==> src/rtl/watch_mode_ctrl_pkg.sv <==
// Shared encodings for the watch mode controller: mode values and front-panel button bit positions.
package watch_mode_ctrl_pkg;

  typedef enum logic [1:0] {
    MODE_WATCH = 2'd0,
    MODE_SW    = 2'd1,
    MODE_TMR   = 2'd2,
    MODE_ALARM = 2'd3
  } mode_t;

  localparam int BTN_START = 0;
  localparam int BTN_HOUR  = 1;
  localparam int BTN_MIN   = 2;
  localparam int BTN_CLEAR = 3;
  localparam int BTN_W     = 4;

  // Mode button rotation; ALARM is never reached this way.
  function automatic mode_t next_mode_cycle(input mode_t cur);
    mode_t res;
    case (cur)
      MODE_WATCH: res = MODE_SW;
      MODE_SW:    res = MODE_TMR;
      default:    res = MODE_WATCH;
    endcase
    return res;
  endfunction

endpackage

==> src/rtl/sec_tick_gen.sv <==
// Free-running 1 s divider: sec_tick on the wrap cycle, half_tick mid-second.
// One-cycle pulses decoded from the counter; no backpressure.
module sec_tick_gen #(
  parameter int CLK_HZ = 100_000_000
) (
  input  logic clk,
  input  logic rst,
  output logic sec_tick,
  output logic half_tick
);

  localparam int CW = (CLK_HZ > 1) ? $clog2(CLK_HZ) : 1;
  localparam logic [CW-1:0] CNT_LAST = CW'(CLK_HZ - 1);
  localparam logic [CW-1:0] CNT_HALF = CW'(CLK_HZ / 2 - 1);

  logic [CW-1:0] cnt;

  always_ff @(posedge clk or posedge rst) begin
    if (rst) begin
      cnt <= '0;
    end else if (cnt == CNT_LAST) begin
      cnt <= '0;
    end else begin
      cnt <= cnt + 1'b1;
    end
  end

  assign sec_tick  = (cnt == CNT_LAST);
  assign half_tick = (cnt == CNT_HALF);

endmodule

==> src/rtl/watch_mode_ctrl.sv <==
// Mode FSM sharing buttons and display between watch, stopwatch and timer; alarm preempts, idle falls back to WATCH.
// All outputs registered, one-cycle latency; pulses are never stalled, dropped ones are simply lost.
module watch_mode_ctrl
  import watch_mode_ctrl_pkg::*;
#(
  parameter int CLK_HZ    = 100_000_000,
  parameter int IDLE_SEC  = 30,
  parameter int ALARM_SEC = 10
) (
  input  logic       clk,
  input  logic       reset_p,
  input  logic       mode_pedge,
  input  logic [3:0] btn_pedge,
  input  logic       timer_done,
  input  logic [7:0] watch_hour,
  input  logic [7:0] watch_min,
  input  logic [7:0] sw_sec,
  input  logic [7:0] sw_csec,
  input  logic [7:0] tmr_min,
  input  logic [7:0] tmr_sec,
  output logic [3:0] watch_btn,
  output logic [3:0] sw_btn,
  output logic [3:0] tmr_btn,
  output logic [1:0] mode,
  output logic [7:0] disp_hi,
  output logic [7:0] disp_lo,
  output logic       alarm,
  output logic       colon
);

  localparam int IW = $clog2(IDLE_SEC + 1);
  localparam int AW = $clog2(ALARM_SEC + 1);
  localparam logic [IW-1:0] IDLE_LAST  = IW'(IDLE_SEC - 1);
  localparam logic [AW-1:0] ALARM_LAST = AW'(ALARM_SEC - 1);

  mode_t         state;
  mode_t         nxt;
  logic [IW-1:0] idle_cnt;
  logic [AW-1:0] alarm_cnt;
  logic          sec_tick;
  logic          half_tick;
  logic          any_evt;
  logic          in_busy;
  logic          idle_expire;
  logic          alarm_expire;
  logic          fwd;

  sec_tick_gen #(
    .CLK_HZ(CLK_HZ)
  ) u_tick (
    .clk      (clk),
    .rst      (reset_p),
    .sec_tick (sec_tick),
    .half_tick(half_tick)
  );

  always_comb begin
    any_evt      = mode_pedge | (|btn_pedge);
    in_busy      = (state == MODE_SW) || (state == MODE_TMR);
    idle_expire  = in_busy && sec_tick && (idle_cnt == IDLE_LAST);
    alarm_expire = (state == MODE_ALARM) && sec_tick && (alarm_cnt == ALARM_LAST);
    // Buttons coinciding with a mode change or expiry are swallowed.
    fwd          = !mode_pedge && !timer_done && (state != MODE_ALARM);

    nxt = state;
    if (timer_done) begin
      nxt = MODE_ALARM;
    end else if (state == MODE_ALARM) begin
      if (any_evt || alarm_expire) begin
        nxt = MODE_TMR;
      end
    end else if (idle_expire) begin
      nxt = MODE_WATCH;
    end else if (mode_pedge) begin
      nxt = next_mode_cycle(state);
    end
  end

  always_ff @(posedge clk or posedge reset_p) begin
    if (reset_p) begin
      state <= MODE_WATCH;
      alarm <= 1'b0;
    end else begin
      state <= nxt;
      alarm <= (nxt == MODE_ALARM);
    end
  end

  assign mode = state;

  always_ff @(posedge clk or posedge reset_p) begin
    if (reset_p) begin
      watch_btn <= '0;
      sw_btn    <= '0;
      tmr_btn   <= '0;
    end else begin
      watch_btn <= (fwd && state == MODE_WATCH) ? btn_pedge : 4'd0;
      sw_btn    <= (fwd && state == MODE_SW)    ? btn_pedge : 4'd0;
      tmr_btn   <= (fwd && state == MODE_TMR)   ? btn_pedge : 4'd0;
    end
  end

  always_ff @(posedge clk or posedge reset_p) begin
    if (reset_p) begin
      idle_cnt <= '0;
    end else if ((nxt != state) || any_evt || !in_busy) begin
      idle_cnt <= '0;
    end else if (sec_tick) begin
      idle_cnt <= idle_cnt + 1'b1;
    end
  end

  // A fresh expiry while already alarming restarts the alarm duration.
  always_ff @(posedge clk or posedge reset_p) begin
    if (reset_p) begin
      alarm_cnt <= '0;
    end else if (timer_done || (state != MODE_ALARM)) begin
      alarm_cnt <= '0;
    end else if (sec_tick) begin
      alarm_cnt <= alarm_cnt + 1'b1;
    end
  end

  always_ff @(posedge clk or posedge reset_p) begin
    if (reset_p) begin
      disp_hi <= '0;
      disp_lo <= '0;
    end else begin
      case (state)
        MODE_WATCH: begin
          disp_hi <= watch_hour;
          disp_lo <= watch_min;
        end
        MODE_SW: begin
          disp_hi <= sw_sec;
          disp_lo <= sw_csec;
        end
        default: begin
          disp_hi <= tmr_min;
          disp_lo <= tmr_sec;
        end
      endcase
    end
  end

  always_ff @(posedge clk or posedge reset_p) begin
    if (reset_p) begin
      colon <= 1'b0;
    end else begin
      case (nxt)
        MODE_WATCH: begin
          if (sec_tick) begin
            colon <= 1'b1;
          end else if (half_tick) begin
            colon <= 1'b0;
          end
        end
        MODE_ALARM: begin
          if (sec_tick || half_tick) begin
            colon <= ~colon;
          end
        end
        default: colon <= 1'b1;
      endcase
    end
  end

endmodule

==> config.mk <==
export PLATFORM = sky130hd
export DESIGN_NAME = watch_mode_ctrl
export DESIGN_NICKNAME = d
export VERILOG_FILES = /design/src/rtl/watch_mode_ctrl_pkg.sv /design/src/rtl/sec_tick_gen.sv /design/src/rtl/watch_mode_ctrl.sv
export SDC_FILE = /design/constraint.sdc
export NUM_CORES = 1
export LEC_CHECK = 0
export ABC_AREA = 1
export BUFFER_PORTS_ARGS = -buffer_cell sky130_fd_sc_hd__buf_2
export CAP_MARGIN = 0
export CELL_PAD_IN_SITES_DETAIL_PLACEMENT = 1
export CELL_PAD_IN_SITES_GLOBAL_PLACEMENT = 1
export CORE_ASPECT_RATIO = 0.9
export CORE_MARGIN = 5
export CORE_UTILIZATION = 39
export DETAILED_ROUTE_END_ITERATION = 8
export GPL_TIMING_DRIVEN = 0
export PLACE_DENSITY = 0.84
export SYNTH_ARGS = -nofsm -noshare
export SYNTH_HDL_FRONTEND = slang
export SYNTH_SLANG_ARGS = --single-unit
==> constraint.sdc <==
create_clock -name clk -period 3.1 [get_ports clk]
set_clock_uncertainty 0.15 [all_clocks]
set_input_delay 0.465 -clock clk [delete_from_list [all_inputs] [get_ports clk]]
set_output_delay 0.465 -clock clk [all_outputs]
set_load 0.01 [all_outputs]
# Word level (Yosys, flattened, before mapping)
# Index checks and enable logic that the tools add are counted.
# classes
muxes	20
n_reduce_logical	24
n_eq_ne	12
bitwise_logic	2
add_sub_neg	3
# ops
cell	n
$pmux 8 s2	2
$add 27x1->27 const B	1
$eq 27x26->1 const B	1
$eq 27x27->1 const B	1
$mux 27	1
$mux 4	5
$mux 2	5
$mux 5	2
$logic_and 1x1->1	9
$eq 2x2->1 const B	3
$logic_or 1x1->1	6
$add 5x1->5 const B	1
$eq 5x5->1 const B	1
$add 4x1->4 const B	1
$eq 4x4->1 const B	1
$logic_not 2->1	2
$pmux 2 s2	1
$reduce_bool 2->1	2
$reduce_or 4->1	1
$logic_not 1->1	3
$mux 1	3
$ne 3x3->1 const B	1
$eq 2x1->1 const B	1
$ne 2x1->1 const B	1
other kinds (6)	6
# totals
in_bits	56
ff_bits	68
output_inout_bits	32
word_cells	72

# Depth between registers and ports, before layout
# Gate-level depths: netlist of run 1.
# depth
word_depth	11
mapped_depth	16
depth_no_buf	16

# Modules after synthesis
# Synthesis of run 1 repeated with hierarchy kept, for this count alone.
# hier_totals
cells_unflattened	435
area_unflattened_um2	3569.7
# modules_own_cells
mod	instances	cells_per_inst	area_each_um2	seq_area_each_um2
watch_mode_ctrl	1	210	1954.4	1026.0
sec_tick_gen	1	225	1615.3	675.6

# Least setup slack after synthesis of run 1
# No wires, ideal clock.
# synth_timing
kind	reg-to-reg
start	register state[0] (netlist: mode[0])
end	register colon
path_stages_with_launch	14
setup_slack_ps	786
t_required_ps	2868
period_less_slack_ps	2314
path_buffers	0
setup_time_ps	82
t_arrival_ps	2082
path_cell_list	dfrtp_1 inv_1 ha_1 nand3_1 nor3_1 nand3_2 a21oi_1 nand2_1 ha_1 nor2_1 nor2_1 o21ai_0 nor2_1 a31oi_1
# synth_between
elab_chain_len	10
elab_cells_between_ends	22
classes_between	eq/ne (6); mux (7); reduce/logical (9)
# synth_rtl
item	line_no	rtl
start: declaration	watch_mode_ctrl.sv:36	mode_t state;
start signal: assignment	watch_mode_ctrl.sv:84	state <= nxt;
branches (longest 5 deep; another with $eq 2x1->1)	-	
$mux 2 (*)	watch_mode_ctrl.sv:68	end else if (state == MODE_ALARM) begin
$mux 2 (*)	watch_mode_ctrl.sv:66	if (timer_done) begin
named net nxt[0]	watch_mode_ctrl.sv:37	mode_t nxt;
$eq 2x2->1 or $logic_not 2->1 (tied branches)	watch_mode_ctrl.sv:150	case (nxt)
$ne 2x1->1 (no line) or $ne 3x3->1 (tied branches)	-	
$reduce_and 2->1 (no line)	-	
end signal: assignment	watch_mode_ctrl.sv:160	colon <= ~colon;
end: declaration	watch_mode_ctrl.sv:28	output logic colon
# Mark *: on every way through the listed nets, which the timed path passes.
# A chain may end at the register's enable or synchronous reset.

# Worst setup path after layout of run 1
# layout_timing
start	register state[1] (netlist: mode[1])
end	register colon
# Same word-level chain as after synthesis.

==> reports/qor.csv, run 1 <==
stage,metric,value,unit
clock_tree,CTS tree,done,
hold_path,class of the worst hold path,in -> async,
drt,met1 WL,4.433,mm
drt,vias per inst,4.908,
placed_design,Detail Placement HPWL,7.524,mm
final_layout,"commonest non-fill, non-tap cell in the layout",nand2_1,
sta,Final setup violation count,0,
pwr,worst IR drop on VDD,201.2,uV
worst_setup_path,CP Capture Type,register,
final_layout,proportion of layout cells with a drive suffix above 1,25.19,%
clock_tree,clk_lat worst skew,0.35,ns
clock_tree,Longest Clk Path Bufs,2,
floorplanning,num rows,32,
drt,routed len/inst,15.83,um
synthesis,Synth Register Bits,68,
floorplanning,Core Box Area,8688,um^2
worst_setup_path,critical path data arrival time,2.85,ns
sta,minimum clock period,2.795,ns
clock_tree,clk sinks,68,
sta,fin crit share,90.15,%
floorplanning,die height,100.0,um
worst_setup_path,crit-path cells,inv_1 -> ha_1 -> clkbuf_1 -> nand2_1 -> o21ai_0 -> nand2_1 -> nand2_1 -> nand2_1 -> inv_1 -> ha_1 -> nor2_1 -> nor2_1 -> o21ai_0 -> nor2_1 -> a31oi_1,
placed_design,GPL Wtd Cong,0.8463,
grt,initial antenna violation count,0,
sta,Worst-Margin Slew,0.8391,ns
placed_design,area post-placement,4099,um^2
placed_design,Placed Cells,623,
drt,routed wl met3,273,um
final_layout,Synth-to-Final Area Change,23.94,%
drt,overall routed net length,10.12,mm
synthesis,YS warnings,0,
worst_setup_path,Setup CP Type,reg -> reg,
placed_design,input/output buffers,87,
drt,DRT iter0 DRCs,92,
final_layout,multi-input logic area,1568,um^2
final_layout,fin area,4353,um^2
drt,vias,3136,
clock_tree,Worst-path clk slew,0.08,ns
pwr,power density cells,470.3,nW/um^2
drt,first-pass iteration count of the detailed router,6,
worst_setup_path,Most common cell on crit path,nand2_1,
final_layout,fin nets,583,
final_layout,"commonest cells after routing, fill and taps aside","89 x nand2_1, 87 x buf_2, 68 x dfrtp_1",
job,Max Cap Viol,0,
sta,Max-slew headroom,44.06,%
worst_setup_path,CP max FO,10,
grt,gr usage total,19.64,%
worst_setup_path,max incr delay on CP,0.45,ns
outcome,status,"finished, final reports clean",
floorplanning,Die ar.,11010,um^2
floorplanning,initial core utilization,40.42,%
drt,Top Layer Used,met4,
grt,first-pass GRT wire length,17.06,mm
worst_setup_path,Slowest cell on crit path,dfrtp_1,
drt,met2 routed WL,5.275,mm
grt,pin count of the biggest net entering global routing,69,
final_layout,Util after Layout,50.10,%
synthesis,Post-Syn Area per Cell,8.422,um^2
final_layout,FF/Latch Area,1702,um^2
sta,Hold WS,0.1506,ns
sta,max frequency,357.8,MHz
sta,Final Slew Violations,0,
grt,vias in the first global route,3467,
synthesis,post-synthesis sequential area ratio,48.45,%
clock_tree,Num CTS Buffers,9,
final_layout,final std cells w/o fill,639,
pwr,Leak,2.218,nW
final_layout,diodes inserted,0,
synthesis,cells after synthesis,417,
sta,RSZ-0062 raised after global routing,false,
synthesis,Mapped Area,3512,um^2
worst_setup_path,CP Data Required Time,3.16,ns
clock_tree,Root Driver,clkbuf_8,
drt,drc violations,0,
synthesis,"Distinct cells, synth",34,
clock_tree,CTS Hold Bufs,0,
grt,total gr overflow,0,
final_layout,FILL cells,1074,
drt,post-route ant nets,0,
sta,Final Hold Viols,0,
floorplanning,die width,110.0,um
floorplanning,Boundary Pins,88,
synthesis,Synthesized Nets,485,
worst_setup_path,CP Launch Type,register,
clock_tree,# H-tree levels,3,
## power by group
| group | leakage [nW] | internal, mW | switching (mW) | total [mW] |
|---|---|---|---|---|
| Clock | 0.122 | 0.556 | 0.353 | 0.909 |
| Combinational | 1.21 | 0.0796 | 0.126 | 0.206 |
| Sequential | 0.888 | 0.918 | 0.0141 | 0.932 |
| Total | 2.22 | 1.55 | 0.493 | 2.05 |
## worst paths after layout
check                           cells past startpoint  slack, ns          start             to
worst max register to register                     15       0.31        mode[1]          colon
worst min-delay path                                2       0.15        reset_p     disp_hi[3]
worst max-delay path                               15       0.31        mode[1]          colon
max in group asynchronous                           2       2.11        reset_p          alarm
min in group clk                                    3       0.17     sw_csec[4]     disp_lo[4]
worst min register to register                      1       0.34  u_tick.cnt[0]  u_tick.cnt[0]
## worst max-delay path: cells and delay by family, from the launching register on
family	cells	cell delay, ns
DFF	1	0.45
adders and majority gates	2	0.42
AOI/OAI and AO/OA	3	0.30
buffers and inverters	3	0.67
and+or+nand+nor	7	0.68
## cells by family after synthesis
| group | share of synthesized area, % |
|---|---|
| adder cells (fa/ha/maj) | 4.275 |
| XOR/XNOR | 2.494 |
| flip-flops | 48.45 |
| AND/OR/NAND/NOR | 28.93 |
| buffers and inverters | 7.054 |
| AO/OA/AOI/OAI | 8.514 |
| multiplexers | 0.2850 |
## cell type report
cell class / count / share of cell area [%]
buffer: 6 / 0.6036
clock inverter: 6 / 2.558
inverter: 59 / 5.145
sequential: 68 / 39.09
clock buffer: 10 / 3.162
tap: 119 / 3.421
timing repair buffer: 87 / 10.00
multi-input combinational: 284 / 36.02
## repair_timing
action	CTS	global route
setup buffers	0	0
endpoints found under the setup margin	0	1
resized for setup	0	1
## state kept, by name, summed over array words and instances (netlist names)
register    count
watch_btn       4
mode            2
disp_lo         8
disp_hi         8
alarm_cnt       4
u_tick.cnt     27
colon           1
tmr_btn         4
idle_cnt        5
alarm           1
sw_btn          4
## routing by layer
metal,track usage [%],up-vias
met5,0,-
met4,6.328,0
met3,3.408,10
met2,34.10,41
met1,24.64,1539
li1,-,1546
## cells in the mapped netlist
cell,number,area share (%)
nor4_1,3,0.53
nor2_4,5,1.6
ha_1,12,4.3
clkbuf_1,4,0.43
o211ai_1,1,0.21
a31o_2,1,0.25
xor2_1,8,2.0
nor3b_1,2,0.43
a211oi_1,2,0.43
dfrtp_1,68,48
mux2i_1,1,0.29
a31oi_1,2,0.36
o21a_1,2,0.43
o21ai_0,9,1.3
nand3_1,15,2.1
o21bai_1,2,0.43
buf_4,1,0.21
nor3_2,3,0.86
inv_1,58,6.2
a22oi_1,16,3.4
nor2_1,53,5.7
nand4_1,10,1.8
nor2_2,2,0.36
a21oi_1,11,1.6
nand3_2,7,2.0
xnor2_1,2,0.50
nor3_1,17,2.4
nand2_1,89,9.5
inv_2,1,0.11
nand2_4,1,0.32
o21ai_1,1,0.14
nand3b_1,2,0.43
nand2_2,5,0.89
buf_1,1,0.11
## per-stage QoR
stage	worst slack [ns]	setup TNS [ns]	total power, mW
5_1_grt	0.01348	0	2.141
6_report	0.3053	0	2.047
2_1_floorplan	0.7735	0	1.052
3_5_place_dp	0.3122	0	1.157
3_3_place_gp	-0.08836	-5.747	1.146
4_1_cts	0.2492	0	2.067
Power figures use the tool's default switching activity.
==> run 2: changes to the inputs <==
--- a/config.mk
+++ b/config.mk
@@ -11,11 +11,11 @@
 export CELL_PAD_IN_SITES_DETAIL_PLACEMENT = 1
 export CELL_PAD_IN_SITES_GLOBAL_PLACEMENT = 1
 export CORE_ASPECT_RATIO = 0.9
-export CORE_MARGIN = 5
 export CORE_UTILIZATION = 39
 export DETAILED_ROUTE_END_ITERATION = 8
 export GPL_TIMING_DRIVEN = 0
 export PLACE_DENSITY = 0.84
+export SETUP_SLACK_MARGIN = 0.5
 export SYNTH_ARGS = -nofsm -noshare
 export SYNTH_HDL_FRONTEND = slang
 export SYNTH_SLANG_ARGS = --single-unit
==> reports/qor.csv, run 2 (synthesis gave the netlist of run 1 again) <==
stage,metric,value,unit,change
drt,vias per inst,5.143,,+4.8%
pwr,Total Power,1.942,mW,-5.1%
placed_design,Setup WS pre-CTS,0.3039,ns,-0.008333 ns
sta,max frequency,376.1,MHz,+5.1%
placed_design,Detail Placement HPWL,7.033,mm,-6.5%
final_layout,largest registers,"u_tick.cnt x27, disp_hi x8, disp_lo x8",,
pwr,Seq pwr share,48.1,%,+2.6 points
clock_tree,# H-tree levels,3,,unchanged
sta,Max-slew headroom,43.52,%,-0.54 points
drt,vias,3343,,+6.6%
sta,Final setup violation count,0,,unchanged
final_layout,final std cells w/o fill,650,,+1.7%
pwr,Leak,2.253,nW,+1.6%
final_layout,register bank with the most flops,u_tick.cnt,,
sta,Worst-Margin Slew,0.8471,ns,+0.008083 ns
grt,vias in the first global route,3350,,-3.4%
worst_setup_path,R2R Path End,colon,,
sta,fin crit share,85.76,%,-4.4 points
worst_setup_path,capture point of the worst path,colon,,
floorplanning,initial core utilization,40.61,%,+0.19 points
sta,minimum clock period,2.659,ns,-0.1362 ns
final_layout,fin area,4486,um^2,+3.0%
sta,Final Slew Violations,0,,unchanged
floorplanning,Boundary Pins,88,,unchanged
grt,initial antenna violation count,0,,unchanged
placed_design,GPL Wtd Cong,0.7895,,-6.7%
clock_tree,Worst-path clk slew,0.08,ns,about the same
floorplanning,Die ar.,9389,um^2,-15%
grt,total gr overflow,0,,unchanged
hold_path,class of the worst hold path,in -> async,,
clock_tree,Num CTS Buffers,9,,unchanged
final_layout,Util after Layout,51.87,%,+1.8 points
worst_setup_path,crit path launch,mode[1],,
placed_design,input/output buffers,87,,unchanged
final_layout,diodes inserted,0,,unchanged
clock_tree,clk_lat worst skew,0.35,ns,about the same
worst_setup_path,CP Launch Type,register,,
sta,Final Hold Viols,0,,unchanged
final_layout,Synth-to-Final Area Change,27.72,%,
outcome,status,"finished, final reports clean",,
pwr,worst IR drop on VDD,208.5,uV,+3.6%
final_layout,proportion of layout cells with a drive suffix above 1,30.13,%,+4.9 points
drt,drc violations,0,,unchanged
grt,pin count of the biggest net entering global routing,69,,unchanged
pwr,Psw,512.2,uW,+3.9%
drt,routed len/inst,16.38,um,+3.4%
pwr,Sw Share,26.38,%,+2.3 points
pwr,P_int,1.430,mW,-8.0%
sta,RSZ-0062 raised after global routing,false,,
final_layout,fin nets,594,,+1.9%
placed_design,Placed Cells,623,,unchanged
drt,first-pass iteration count of the detailed router,4,,-2
clock_tree,Root Driver,clkbuf_8,,
floorplanning,Core Box Area,8648,um^2,-0.46%
sta,Worst Slack Setup Final,0.4414,ns,+0.1362 ns
final_layout,max FFs per register,27,,unchanged
pwr,clock share of power,39.3,%,-5.1 points
sta,setup_tns,0,ns,unchanged
clock_tree,CTS Hold Bufs,0,,unchanged
sta,Hold WS,0.1307,ns,-0.01988 ns
worst_setup_path,worst r2r src,mode[1],,
drt,overall routed net length,10.64,mm,+5.2%
worst_setup_path,CP max FO,5,,-5
floorplanning,num rows,32,,unchanged
floorplanning,die width,102.0,um,-7.3%
worst_setup_path,critical path data arrival time,2.77,ns,-0.08 ns
drt,DRT iter0 DRCs,174,,+89%
worst_setup_path,CP Data Required Time,3.21,ns,+0.05 ns
pwr,power density cells,432.9,nW/um^2,-7.9%
final_layout,"commonest non-fill, non-tap cell in the layout",buf_2,,
worst_setup_path,number of cells on the worst reg-to-reg path,15,,unchanged
final_layout,"commonest cells after routing, fill and taps aside","87 x buf_2, 85 x nand2_1, 66 x dfrtp_1",,
clock_tree,CTS tree,done,,
worst_setup_path,Setup CP Type,reg -> reg,,
worst_setup_path,CP Capture Type,register,,
worst_setup_path,reg2reg setup slack,0.44,ns,+0.14 ns
clock_tree,clk sinks,68,,unchanged
grt,gr usage total,21.78,%,+2.1 points
clock_tree,Longest Clk Path Bufs,2,,unchanged
floorplanning,die height,92.03,um,-8.0%
pwr,Logic pwr share,12.6,%,+2.5 points
drt,post-route ant nets,0,,unchanged
grt,first-pass GRT wire length,15.93,mm,-6.6%
job,Max Cap Viol,0,,unchanged
placed_design,area post-placement,4099,um^2,unchanged
[run 2: cell count changes in the layout (fill, tap and decap cells not counted), sizes merged]
cell and delta:
buf +11, bufinv -2, clkbuf +2
[run 2: what timing repair did]
action / in CTS / in global routing
endpoints found under the hold margin: 0 / 0
setup endpoints to repair: 1 / 1
pin swaps: 1 / 8
resized for setup: 6 / 22
setup buffers: 1 / 10
[run 2: worst min-delay path by stage]
stage / from / to / slack [ns] / cells after the start
final: reset_p / disp_hi[6] / 0.13 / 2
after global routing: sw_csec[5] / disp_lo[5] / 0.14 / 3
after CTS: sw_csec[3] / disp_lo[3] / 0.15 / 3
after detailed placement: u_tick.cnt[0] / u_tick.cnt[0] / 0.35 / 1
after global placement: u_tick.cnt[0] / u_tick.cnt[0] / 0.33 / 1
after floorplan: u_tick.cnt[0] / u_tick.cnt[0] / 0.30 / 1
[run 2: final cells by class]
type	instances	area [um^2]
Multi-Input combinational cell	284	1658
Clock buffer	12	155.1
Fill cell	1076	4163
Inverter	59	226.5
Clock inverter	4	47.55
Buffer	6	27.53
Sequential cell	68	1704
Timing Repair Buffer	98	518.0
Tap cell	119	148.9
[run 2: worst max-delay path, cell delays in order (launching register included)]
cell     delay [ns]
dfrtp_2        0.45
inv_4          0.07
ha_4           0.27
nand3_1        0.09
nor3_2         0.26
nand3_2        0.20
nand2_2        0.14
nand2_2        0.09
nand2_4        0.10
inv_2          0.07
ha_4           0.18
nor2_4         0.10
nor2_2         0.04
o21ai_2        0.07
nor2_1         0.09
a31oi_1        0.20
[run 2: per-layer routing]
| metal | vias to the layer above | wire (um) | track usage, % |
|---|---|---|---|
| li1 | 1569 | - | - |
| met1 | 1668 | 4409 | 28.61 |
| met2 | 78 | 5628 | 35.57 |
| met3 | 28 | 295 | 3.887 |
| met4 | 0 | 311 | 8.095 |
| met5 | - | 0 | 0 |
[run 2: power groups by stage]
stage          registers (mW)  clock network (mW)  logic [mW]
6_report                0.933               0.764       0.245
5_1_grt                 0.936               0.813       0.267
4_1_cts                 0.933               0.774       0.206
3_5_place_dp            0.950                   0       0.204
3_3_place_gp            0.949                   0       0.194
2_1_floorplan           0.966                   0      0.0858
==> run 3: changes to the inputs <==
--- a/config.mk
+++ b/config.mk
@@ -5,16 +5,15 @@
 export SDC_FILE = /design/constraint.sdc
 export NUM_CORES = 1
 export LEC_CHECK = 0
-export ABC_AREA = 1
 export BUFFER_PORTS_ARGS = -buffer_cell sky130_fd_sc_hd__buf_2
 export CAP_MARGIN = 0
 export CELL_PAD_IN_SITES_DETAIL_PLACEMENT = 1
 export CELL_PAD_IN_SITES_GLOBAL_PLACEMENT = 1
 export CORE_ASPECT_RATIO = 0.9
-export CORE_UTILIZATION = 39
+export CORE_UTILIZATION = 40
 export DETAILED_ROUTE_END_ITERATION = 8
 export GPL_TIMING_DRIVEN = 0
-export PLACE_DENSITY = 0.84
+export PLACE_DENSITY = 0.83
 export SETUP_SLACK_MARGIN = 0.5
 export SYNTH_ARGS = -nofsm -noshare
 export SYNTH_HDL_FRONTEND = slang
==> reports/qor.csv, run 3 <==
stage,metric,value,unit,change
synthesis,Post-synth top cells,"68 x dfrtp_1, 51 x nand2_1, 34 x nor2_1",,
synthesis,simple-gate area share of the yosys netlist,26.04,%,-2.9 points
sta,Worst Slack Setup Final,0.4480,ns,+0.006570 ns
synthesis,YS warnings,0,,unchanged
clock_tree,clk_lat worst skew,0.35,ns,about the same
placed_design,Detail Placement HPWL,6.281,mm,-11%
drt,drc violations,5,,+5
sta,RSZ-0062 raised after global routing,true,,
worst_setup_path,Setup CP Type,reg -> reg,,
clock_tree,Num CTS Buffers,9,,unchanged
sta,max frequency,377.1,MHz,+0.25%
sta,Final Hold Viols,0,,unchanged
drt,routed len/inst,17.94,um,+9.6%
synthesis,XOR/XNOR Fraction of Synth Area,8.440,%,+5.9 points
synthesis,largest family of logic cells by synthesized area,simple AND/OR/NAND/NOR gates,,
grt,initial antenna violation count,0,,unchanged
worst_setup_path,critical path data arrival time,2.73,ns,-0.04 ns
synthesis,area share of fa/ha/maj cells after synthesis,4.521,%,+0.25 points
sta,setup_tns,0,ns,unchanged
clock_tree,# H-tree levels,3,,unchanged
worst_setup_path,R2R Path End,colon,,
sta,Max-slew headroom,43.50,%,about the same
placed_design,input/output buffers,87,,unchanged
synthesis,Synth Register Bits,68,,unchanged
synthesis,Post-Syn Area per Cell,10.31,um^2,+22%
floorplanning,Core Box Area,8029,um^2,-7.2%
final_layout,"commonest cells after routing, fill and taps aside","90 x buf_2, 63 x dfrtp_1, 51 x nand2_1",,
final_layout,proportion of layout cells with a drive suffix above 1,32.73,%,+2.6 points
placed_design,GPL Wtd Cong,0.7645,,-3.2%
grt,total gr overflow,0,,unchanged
synthesis,Mapped Area,3321,um^2,-5.5%
floorplanning,Die ar.,8671,um^2,-7.7%
final_layout,fin nets,503,,-15%
floorplanning,Boundary Pins,88,,unchanged
final_layout,largest registers,"u_tick.cnt x27, disp_hi x8, disp_lo x8",,
outcome,failing checks,DRC,,
final_layout,FILL cells,931,,-13%
clock_tree,CTS Hold Bufs,0,,unchanged
sta,Final setup violation count,0,,unchanged
drt,post-route ant nets,0,,unchanged
worst_setup_path,number of cells on the worst reg-to-reg path,10,,-5
drt,overall routed net length,9.670,mm,-9.2%
final_layout,register bank with the most flops,u_tick.cnt,,
pwr,power density cells,450.8,nW/um^2,+4.1%
synthesis,Synthesized Nets,390,,-20%
synthesis,top_reg_cell synth,dfrtp_1,,
clock_tree,Worst-path clk slew,0.08,ns,about the same
grt,vias in the first global route,3094,,-7.6%
synthesis,cells after synthesis,322,,-23%
synthesis,"Distinct cells, synth",42,,+24%
pwr,Leak,2.160,nW,-4.2%
floorplanning,num rows,31,,-3.1%
floorplanning,initial core utilization,41.36,%,+0.75 points
sta,Final Slew Violations,0,,unchanged
worst_setup_path,worst r2r src,u_tick.cnt[8],,
sta,fin crit share,85.55,%,-0.21 points
clock_tree,clk sinks,68,,unchanged
final_layout,Synth-to-Final Area Change,27.92,%,
worst_setup_path,reg2reg setup slack,0.45,ns,about the same
drt,DRT iter0 DRCs,85,,-51%
worst_setup_path,crit path launch,u_tick.cnt[8],,
synthesis,post-synthesis sequential area ratio,51.24,%,+2.8 points
worst_setup_path,crit-path cells,nor4_4 -> nand4bb_4 -> or2_1 -> o211ai_1 -> a22oi_2 -> nor2b_4 -> ha_4 -> o21bai_1 -> o2bb2ai_1 -> a21oi_1,,
placed_design,Setup WS pre-CTS,0.2113,ns,-0.09256 ns
grt,pin count of the biggest net entering global routing,69,,unchanged
clock_tree,Root Driver,clkbuf_8,,
synthesis,mux share of post-synthesis cell area,0.6029,%,+0.32 points
placed_design,Placed Cells,508,,-18%
synthesis,Post-synth EDFFs,0,,unchanged
outcome,status,"finished, violations left",,
worst_setup_path,capture point of the worst path,colon,,
grt,gr usage total,23.33,%,+1.6 points
synthesis,share of the synthesized area in the top cell type,51.24,%,+2.8 points
sta,Hold WS,0.1420,ns,+0.01125 ns
hold_path,class of the worst hold path,in -> async,,
grt,first-pass GRT wire length,15.63,mm,-1.9%
drt,vias,2884,,-14%
synthesis,top cell type by total area after synthesis,dfrtp_1,,
sta,Worst-Margin Slew,0.8474,ns,+0.0003113 ns
sta,minimum clock period,2.652,ns,-0.006570 ns
job,Max Cap Viol,0,,unchanged
synthesis,Synth Area in Compound Gates,6.631,%,-1.9 points
clock_tree,Longest Clk Path Bufs,2,,unchanged
worst_setup_path,max incr delay on CP,0.43,ns,-0.02 ns
drt,vias per inst,5.351,,+4.0%
final_layout,"commonest non-fill, non-tap cell in the layout",buf_2,,
synthesis,Area contributors post-synth,"dfrtp_1 51%, xor2_1 6.1%, nand2_1 5.8%",,
final_layout,max FFs per register,27,,unchanged
final_layout,Util after Layout,52.91,%,+1.0 points
final_layout,final std cells w/o fill,539,,-17%
worst_setup_path,CP max FO,6,,+1
drt,first-pass iteration count of the detailed router,6,,+2
floorplanning,die height,88.44,um,-3.9%
floorplanning,die width,98.04,um,-3.9%
final_layout,diodes inserted,0,,unchanged
synthesis,asr flop ratio synth,100.0,%,unchanged
worst_setup_path,CP Data Required Time,3.18,ns,-0.03 ns
worst_setup_path,Slowest cell on crit path,dfrtp_2,,
worst_setup_path,CP Capture Type,register,,
pwr,worst IR drop on VDD,162.9,uV,-22%
worst_setup_path,CP Launch Type,register,,
clock_tree,CTS tree,done,,
synthesis,most frequent cell after synthesis,dfrtp_1,,
## run 3: changes by cell type after synthesis, moves of 7 or more
cell     change
a21oi_1      -9
and3_1      +17
and4_1       +8
inv_1       -51
nand2_1     -38
nand3_2      -7
nor2_1      -19
nor3_1      -13
o21ai_0      -9
xnor2_1      +7
xor2_1      +15
## run 3: worst max-delay path: cells and delay by family (launching register included)
family          cells  cell delay, ns
simple gates        4            1.04
fa+ha+maj           1            0.17
compound gates      5            0.75
flops               1            0.43
## run 3: cells by family (layout without fill, tap and decap cells)
kind of cell,count (synthesis),count (layout)
compound gates,28,28
mux,2,2
buf+inv,19,137
fa+ha+maj,12,12
xor+xnor,32,32
simple gates,161,161
flops,68,68
## run 3: how the worst min path moves through the flow
stage                              from            end  slack [ns]
after floorplan           u_tick.cnt[0]  u_tick.cnt[0]        0.30
after global placement    u_tick.cnt[6]  u_tick.cnt[6]        0.32
after detailed placement  u_tick.cnt[6]  u_tick.cnt[6]        0.33
after CTS                    tmr_min[1]     disp_hi[1]        0.16
after global routing         tmr_min[1]     disp_hi[1]        0.16
final                           reset_p     tmr_btn[1]        0.14
## run 3: where the power goes
| group | switching, mW | total, mW | internal [mW] |
|---|---|---|---|
| Sequential | 0.0166 | 0.944 | 0.928 |
| Clock | 0.340 | 0.696 | 0.357 |
| Combinational | 0.165 | 0.274 | 0.109 |
## run 3: final cells by class
type / instances / area, um^2 / area share, %
sequential: 68 / 1708 / 40.21
multi-input combinational: 235 / 1593 / 37.50
timing repair buffer: 102 / 548.0 / 12.90
clock buffer: 15 / 176.4 / 4.153
tap: 99 / 123.9 / 2.916
buffer: 12 / 65.06 / 1.532
inverter: 7 / 28.78 / 0.6775
clock inverter: 1 / 5.005 / 0.1178
## run 3: per-stage QoR
step	instance area (um^2)	total power [mW]
after floorplan	3321	1.088
after global placement	3880	1.193
after detailed placement	3882	1.211
after CTS	4184	1.908
after global routing	4248	1.992
final	4248	1.915
## run 3: timing repair
| item | CTS | global route |
|---|---|---|
| pin swaps | 8 | 8 |
| hold endpoints to repair | 0 | 0 |
| setup buffers | 11 | 4 |
| endpoints found under the setup margin | 1 | 1 |
| resized for setup | 12 | 8 |
## run 3: layer usage
layer | vias to the layer above | track usage, % | share of wire (%)
met1 | 1466 | 27.44 | 42
met4 | 0 | 8.678 | 2.1
met5 | - | 0 | 0
met2 | 60 | 43.60 | 53
met3 | 23 | 3.633 | 3.1
li1 | 1335 | - | -
